**config.mk**
```make
export PLATFORM = sky130hd
export DESIGN_NAME = riscv_multicycle_ctrl
export DESIGN_NICKNAME = d
export VERILOG_FILES = /design/src/rtl/riscv_multicycle_ctrl.sv
export SDC_FILE = /design/constraint.sdc
export NUM_CORES = 1
export LEC_CHECK = 0
export ABC_CLOCK_PERIOD_IN_PS = 4500
export CORE_MARGIN = 2
export CORE_UTILIZATION = 47
export DETAILED_ROUTE_END_ITERATION = 8
export GPL_ROUTABILITY_DRIVEN = 0
export PLACE_DENSITY = 0.85
export SLEW_MARGIN = 10
export SYNTH_ARGS = -nofsm -noshare
export SYNTH_HDL_FRONTEND = slang
export SYNTH_SLANG_ARGS = --single-unit
```
**constraint.sdc**
```tcl
create_clock -name clk -period 4.5 [get_ports clk]
set_input_delay 0.675 -clock clk [delete_from_list [all_inputs] [get_ports clk]]
set_output_delay 0.675 -clock clk [all_outputs]
set_load 0.1 [all_outputs]
```
**src/rtl/riscv_multicycle_ctrl.sv**
```systemverilog
// riscv_multicycle_ctrl: multi-cycle control FSM sequencing the 64-bit RISC-V datapath.
// Define RISCV_CTRL_PERF_EN to build the active-cycle and memory-stall counters.
module riscv_multicycle_ctrl #(
  parameter int CNT_W       = 32,
  parameter int MEM_TIMEOUT = 16
) (
  input  logic             clk,
  input  logic             rst,
  input  logic             start,
  input  logic [6:0]       opcode,
  input  logic             branch_cond,
  input  logic             mem_ready,
  input  logic             halt_req,
  output logic             ir_write_en,
  output logic             pc_write_en,
  output logic             pc_src,
  output logic             alu_src_sel,
  output logic             reg_write_en,
  output logic             mem_req,
  output logic             mem_read_en,
  output logic             mem_write_en,
  output logic             wb_sel,
  output logic [2:0]       state,
  output logic             busy,
  output logic             error,
  output logic [CNT_W-1:0] retired_cnt,
  output logic [CNT_W-1:0] cycle_cnt,
  output logic [CNT_W-1:0] stall_cnt
);

  typedef enum logic [2:0] {
    S_IDLE   = 3'd0,
    S_FETCH  = 3'd1,
    S_DECODE = 3'd2,
    S_EXEC   = 3'd3,
    S_MEM    = 3'd4,
    S_WB     = 3'd5,
    S_HALT   = 3'd6,
    S_UNUSED = 3'd7
  } state_t;

  localparam logic [6:0] OP_R      = 7'b0110011;
  localparam logic [6:0] OP_I      = 7'b0010011;
  localparam logic [6:0] OP_LOAD   = 7'b0000011;
  localparam logic [6:0] OP_STORE  = 7'b0100011;
  localparam logic [6:0] OP_BRANCH = 7'b1100011;
  localparam int         WAIT_W    = $clog2(MEM_TIMEOUT + 1);

  state_t             state_q, state_d;
  state_t             boundary;
  logic [6:0]         op_q;
  logic [WAIT_W-1:0]  wait_q;
  logic [CNT_W-1:0]   retired_q;
  logic               err_set;
  logic               op_legal;
  logic               is_i, is_load, is_store, is_branch;
  logic               timeout;

  // Classification uses the live opcode in DECODE, the latched copy everywhere after.
  assign op_legal  = opcode inside {OP_R, OP_I, OP_LOAD, OP_STORE, OP_BRANCH};
  assign is_i      = (op_q == OP_I);
  assign is_load   = (op_q == OP_LOAD);
  assign is_store  = (op_q == OP_STORE);
  assign is_branch = (op_q == OP_BRANCH);
  assign timeout   = !mem_ready && (wait_q == WAIT_W'(MEM_TIMEOUT - 1));
  assign boundary  = halt_req ? S_HALT : S_FETCH;

  always_comb begin
    // NOTE: every output of this block gets a default first so no path infers a latch.
    state_d      = state_q;
    ir_write_en  = 1'b0;
    pc_write_en  = 1'b0;
    pc_src       = 1'b0;
    alu_src_sel  = 1'b0;
    reg_write_en = 1'b0;
    mem_req      = 1'b0;
    mem_read_en  = 1'b0;
    mem_write_en = 1'b0;
    wb_sel       = 1'b0;
    err_set      = 1'b0;
    case (state_q)
      S_IDLE:   if (start) state_d = S_FETCH;
      S_FETCH: begin
        ir_write_en = 1'b1;
        state_d     = S_DECODE;
      end
      S_DECODE: begin
        if (op_legal) begin
          state_d = S_EXEC;
        end else begin
          state_d = S_HALT;
          err_set = 1'b1;
        end
      end
      S_EXEC: begin
        alu_src_sel = is_i | is_load | is_store;
        if (is_branch) begin
          pc_write_en = 1'b1;
          pc_src      = branch_cond;
          state_d     = boundary;
        end else if (is_load || is_store) begin
          state_d = S_MEM;
        end else begin
          state_d = S_WB;
        end
      end
      S_MEM: begin
        mem_req      = 1'b1;
        mem_read_en  = is_load;
        mem_write_en = is_store;
        if (mem_ready) begin
          if (is_store) begin
            pc_write_en = 1'b1;
            state_d     = boundary;
          end else begin
            state_d = S_WB;
          end
        end else if (timeout) begin
          state_d = S_HALT;
          err_set = 1'b1;
        end
      end
      S_WB: begin
        reg_write_en = 1'b1;
        wb_sel       = is_load;
        pc_write_en  = 1'b1;
        state_d      = boundary;
      end
      S_HALT:   state_d = S_HALT;
      default:  state_d = S_HALT;
    endcase
  end

  // NOTE: state registers use non-blocking assignment so all flops update from pre-edge values.
  always_ff @(posedge clk) begin
    if (rst) begin
      state_q   <= S_IDLE;
      op_q      <= '0;
      wait_q    <= '0;
      error     <= 1'b0;
      retired_q <= '0;
    end else begin
      state_q <= state_d;
      if (state_q == S_DECODE) op_q <= opcode;
      // Wait counter is zero on every MEM entry and counts cycles spent in MEM.
      wait_q  <= (state_q == S_MEM) ? wait_q + WAIT_W'(1) : '0;
      if (err_set) error <= 1'b1;
      if (pc_write_en) retired_q <= retired_q + CNT_W'(1);
    end
  end

  assign state       = state_q;
  assign busy        = !(state_q inside {S_IDLE, S_HALT});
  assign retired_cnt = retired_q;

`ifdef RISCV_CTRL_PERF_EN
  logic [CNT_W-1:0] cycle_q, stall_q;

  always_ff @(posedge clk) begin
    if (rst) begin
      cycle_q <= '0;
      stall_q <= '0;
    end else begin
      if (busy) cycle_q <= cycle_q + CNT_W'(1);
      if (state_q == S_MEM && !mem_ready) stall_q <= stall_q + CNT_W'(1);
    end
  end

  assign cycle_cnt = cycle_q;
  assign stall_cnt = stall_q;
`else
  assign cycle_cnt = '0;
  assign stall_cnt = '0;
`endif

endmodule

```
==> results by group <==
Power
  • Power Total: 1.24 mW
  • Lkg Pwr: 1.26 nW
  • Max VDD drop: 189 µV
  • Power density cells: 353 nW/µm²

Synth
  • Synth area leader: dfxtp_1
  • Part of the Yosys area used for sequential elements: 31.4%
  • Post-synth top flop: dfxtp_1
  • Yosys reg bits: 48
  • Most frequent cell after synthesis: buf_4
  • Synthesized instance count: 370
  • Syn Area/Cell: 8.26 µm²
  • Asr flop ratio synth: 0%
  • Distinct cells, synth: 48
  • EDFF count, synth: 0
  • Mapped cell area: 3060 µm²
  • Commonest cells in the netlist: buf_4, dfxtp_1, nor2_1
  • Top cells by area in the synthesized netlist: dfxtp_1, buf_4, a21oi_1
  • Ys Warns: 0
  • Share of the synthesized area in the top cell type: 31.4%

Detailed routing
  • Antenna-violating nets left: 0
  • DRT Pass-1 Iters: 4
  • Post-DR wirelength/cell: 13.2 µm
  • Via-per-instance ratio: 5.32
  • DRC: 0
  • Initial DRC count: 189
  • Final wirelength: 6590 µm
  • Via count: 2650

Timing
  • Slew @ Worst Pin: 0.991 ns
  • Fmax: 289 MHz
  • Max Clock Skew: 0.00528 ns
  • Unrepaired setup endpoints after global routing: no
  • Final setup viols: 0
  • Fin crit share: 76.9%
  • Max_slew headroom: 33.7%
  • Period minus WS final: 3.46 ns
  • Setup_tns: 0 ns
  • Slew Viols, Final: 0
  • Fin. Hold Viols: 0

Layout
  • Area Growth Syn to Fin: 15.2%
  • Diode count: 0
  • Fill count: 590
  • Ratio of cells with drive above 1 in the final layout: 6.89%
  • NumNets Final: 436

Global route
  • Overall Global Routing Usage: 17.5%
  • Antenna violations before repair: 0
  • Gr ovfl total: 0
  • Largest net degree at the start of global routing: 43
  • Number of global-route vias before repair: 2261
  • Global-route wire length before repair: 10400 µm

CTS
  • Post-CTS Resized: 0
  • H-tree depth: 2
  • CTS max path bufs: 2
  • Post-CTS Setup Bufs: 0
  • Clock Latency Late Sink: 0.30 ns
  • Worst-path clk slew: 0.09 ns
  • Hold-fix buffers, CTS: 0
  • CTS Buf Count: 5
  • Clock sinks: 48
  • CTS tree: built
  • Root Buffer Master: clkbuf_8

Die
  • # IOs: 123
  • Initial Util: 48.4%
  • Die Y: 84.7 µm
  • Rows: 29
  • Die area: 7170 µm²
  • Placeable Area: 6310 µm²
  • Die W: 84.7 µm

Worst setup path
  • Setup crit start kind: flip-flop
  • Critical path class: reg2out
  • Crit-path max FO: 17
  • Req. time, crit path: 3.83 ns
  • Crit path from: state[2]$_SDFFE_PP0P_
  • Crit path DAT: 2.78 ns
  • FF-to-FF Start: state[2]$_SDFFE_PP0P_
  • CP endpoint kind: output pin

Place
  • Post-DP HPWL: 4930 µm
  • IO buf count: 58

Hold path
  • Hold_sp: wait_q[0]$_SDFF_PP0_
  • Hold Crit Class: reg2reg

Run status
  • Status: finished clean

Job
  • Max_cap viols: 0
==> cell type report <==
type / instances / area (µm²) / area share, %
multi-input combinational: 291 / 1710 / 48.5
inverter: 15 / 61.3 / 1.74
clock inverter: 3 / 46.3 / 1.31
timing repair buffer: 59 / 581 / 16.5
tap: 77 / 96.3 / 2.74
clock buffer: 5 / 68.8 / 1.95
sequential: 48 / 961 / 27.3
==> per-stage QoR <==
step           hold WS [ns]  cell area, µm²  worst slack (ns)  cells  utilization [%]
2_1_floorplan         0.418            3290             0.180    433                -
3_3_place_gp          0.429            3410              1.40    490             54.0
3_5_place_dp          0.470            3410              1.38    490             54.0
4_1_cts               0.487            3520              1.04    498             55.8
5_1_grt               0.505            3520             0.862    498             55.8
6_report              0.478            3520              1.04    498             55.8
==> layer usage <==
layer  global-route usage [%]  vias up  part of all wire [%]  routed length [µm]
met3                     3.83        8                   7.2                 477
li1                         -     1278                     -                   -
met4                     4.47        0                   1.2                  82
met1                     23.0     1235                    43                2820
met2                     29.2      129                    49                3210
met5                        0        -                     0                   0
==> state kept, by name (all words and copies together), names as in the netlist <==
name and cells:
state 3, error 1, retired_cnt 32, wait_q 5, op_q 7
==> worst paths after layout <==
check | to | slack (ns) | cells past startpoint
min reg2reg | wait_q[0]$_SDFF_PP0_ | 0.48 | 1
max reg2reg | retired_cnt[15]$_SDFFE_PP0P_ | 1.82 | 6
min | wait_q[0]$_SDFF_PP0_ | 0.48 | 1
max | mem_read_en | 1.04 | 4
==> report_power, final <==
group / internal, mW / switching [mW]
Combinational: 0.0654 / 0.394
Sequential: 0.438 / 0.0245
Clock: 0.168 / 0.154
Total: 0.671 / 0.572
==> critical path: stages (launching register included) <==
cell	delay, ns
dfxtp_1	0.62
nand2b_1	0.20
nor2_1	0.29
and3_1	0.22
clkdlybuf4s50_1	1.15
==> cell usage in the layout, fill, tap and decap left out, types with 2 or more instances in the layout <==
cell type,count
a211oi_1,3
a211oi_2,9
a21oi_1,25
a221oi_1,2
a31o_2,2
a31oi_1,2
and3_1,10
and4_1,6
buf_4,4
clkbuf_8,5
clkdlybuf4s50_1,55
conb_1,64
dfxtp_1,48
ha_1,3
inv_1,14
inv_6,2
mux2i_1,7
nand2_1,22
nand2b_1,5
nand3_1,17
nand4_1,7
nand4b_1,2
nand4bb_1,2
nor2_1,33
nor3_1,6
nor4_1,2
o21ai_0,11
o31ai_1,7
or3_1,6
or4_1,6
xnor2_1,14
xor2_1,3
==> logic make-up after synthesis <==
family / synth area share (%)
xor gates and xnor gates: 4.87
and+or+nand+nor: 23.3
DFF: 31.4
buffers and inverters: 20.5
AOI/OAI and AO/OA: 16.3
other: 0.123
muxes: 2.29
adders and majority gates: 1.23
Note: power is estimated with default switching activity, not from simulation.
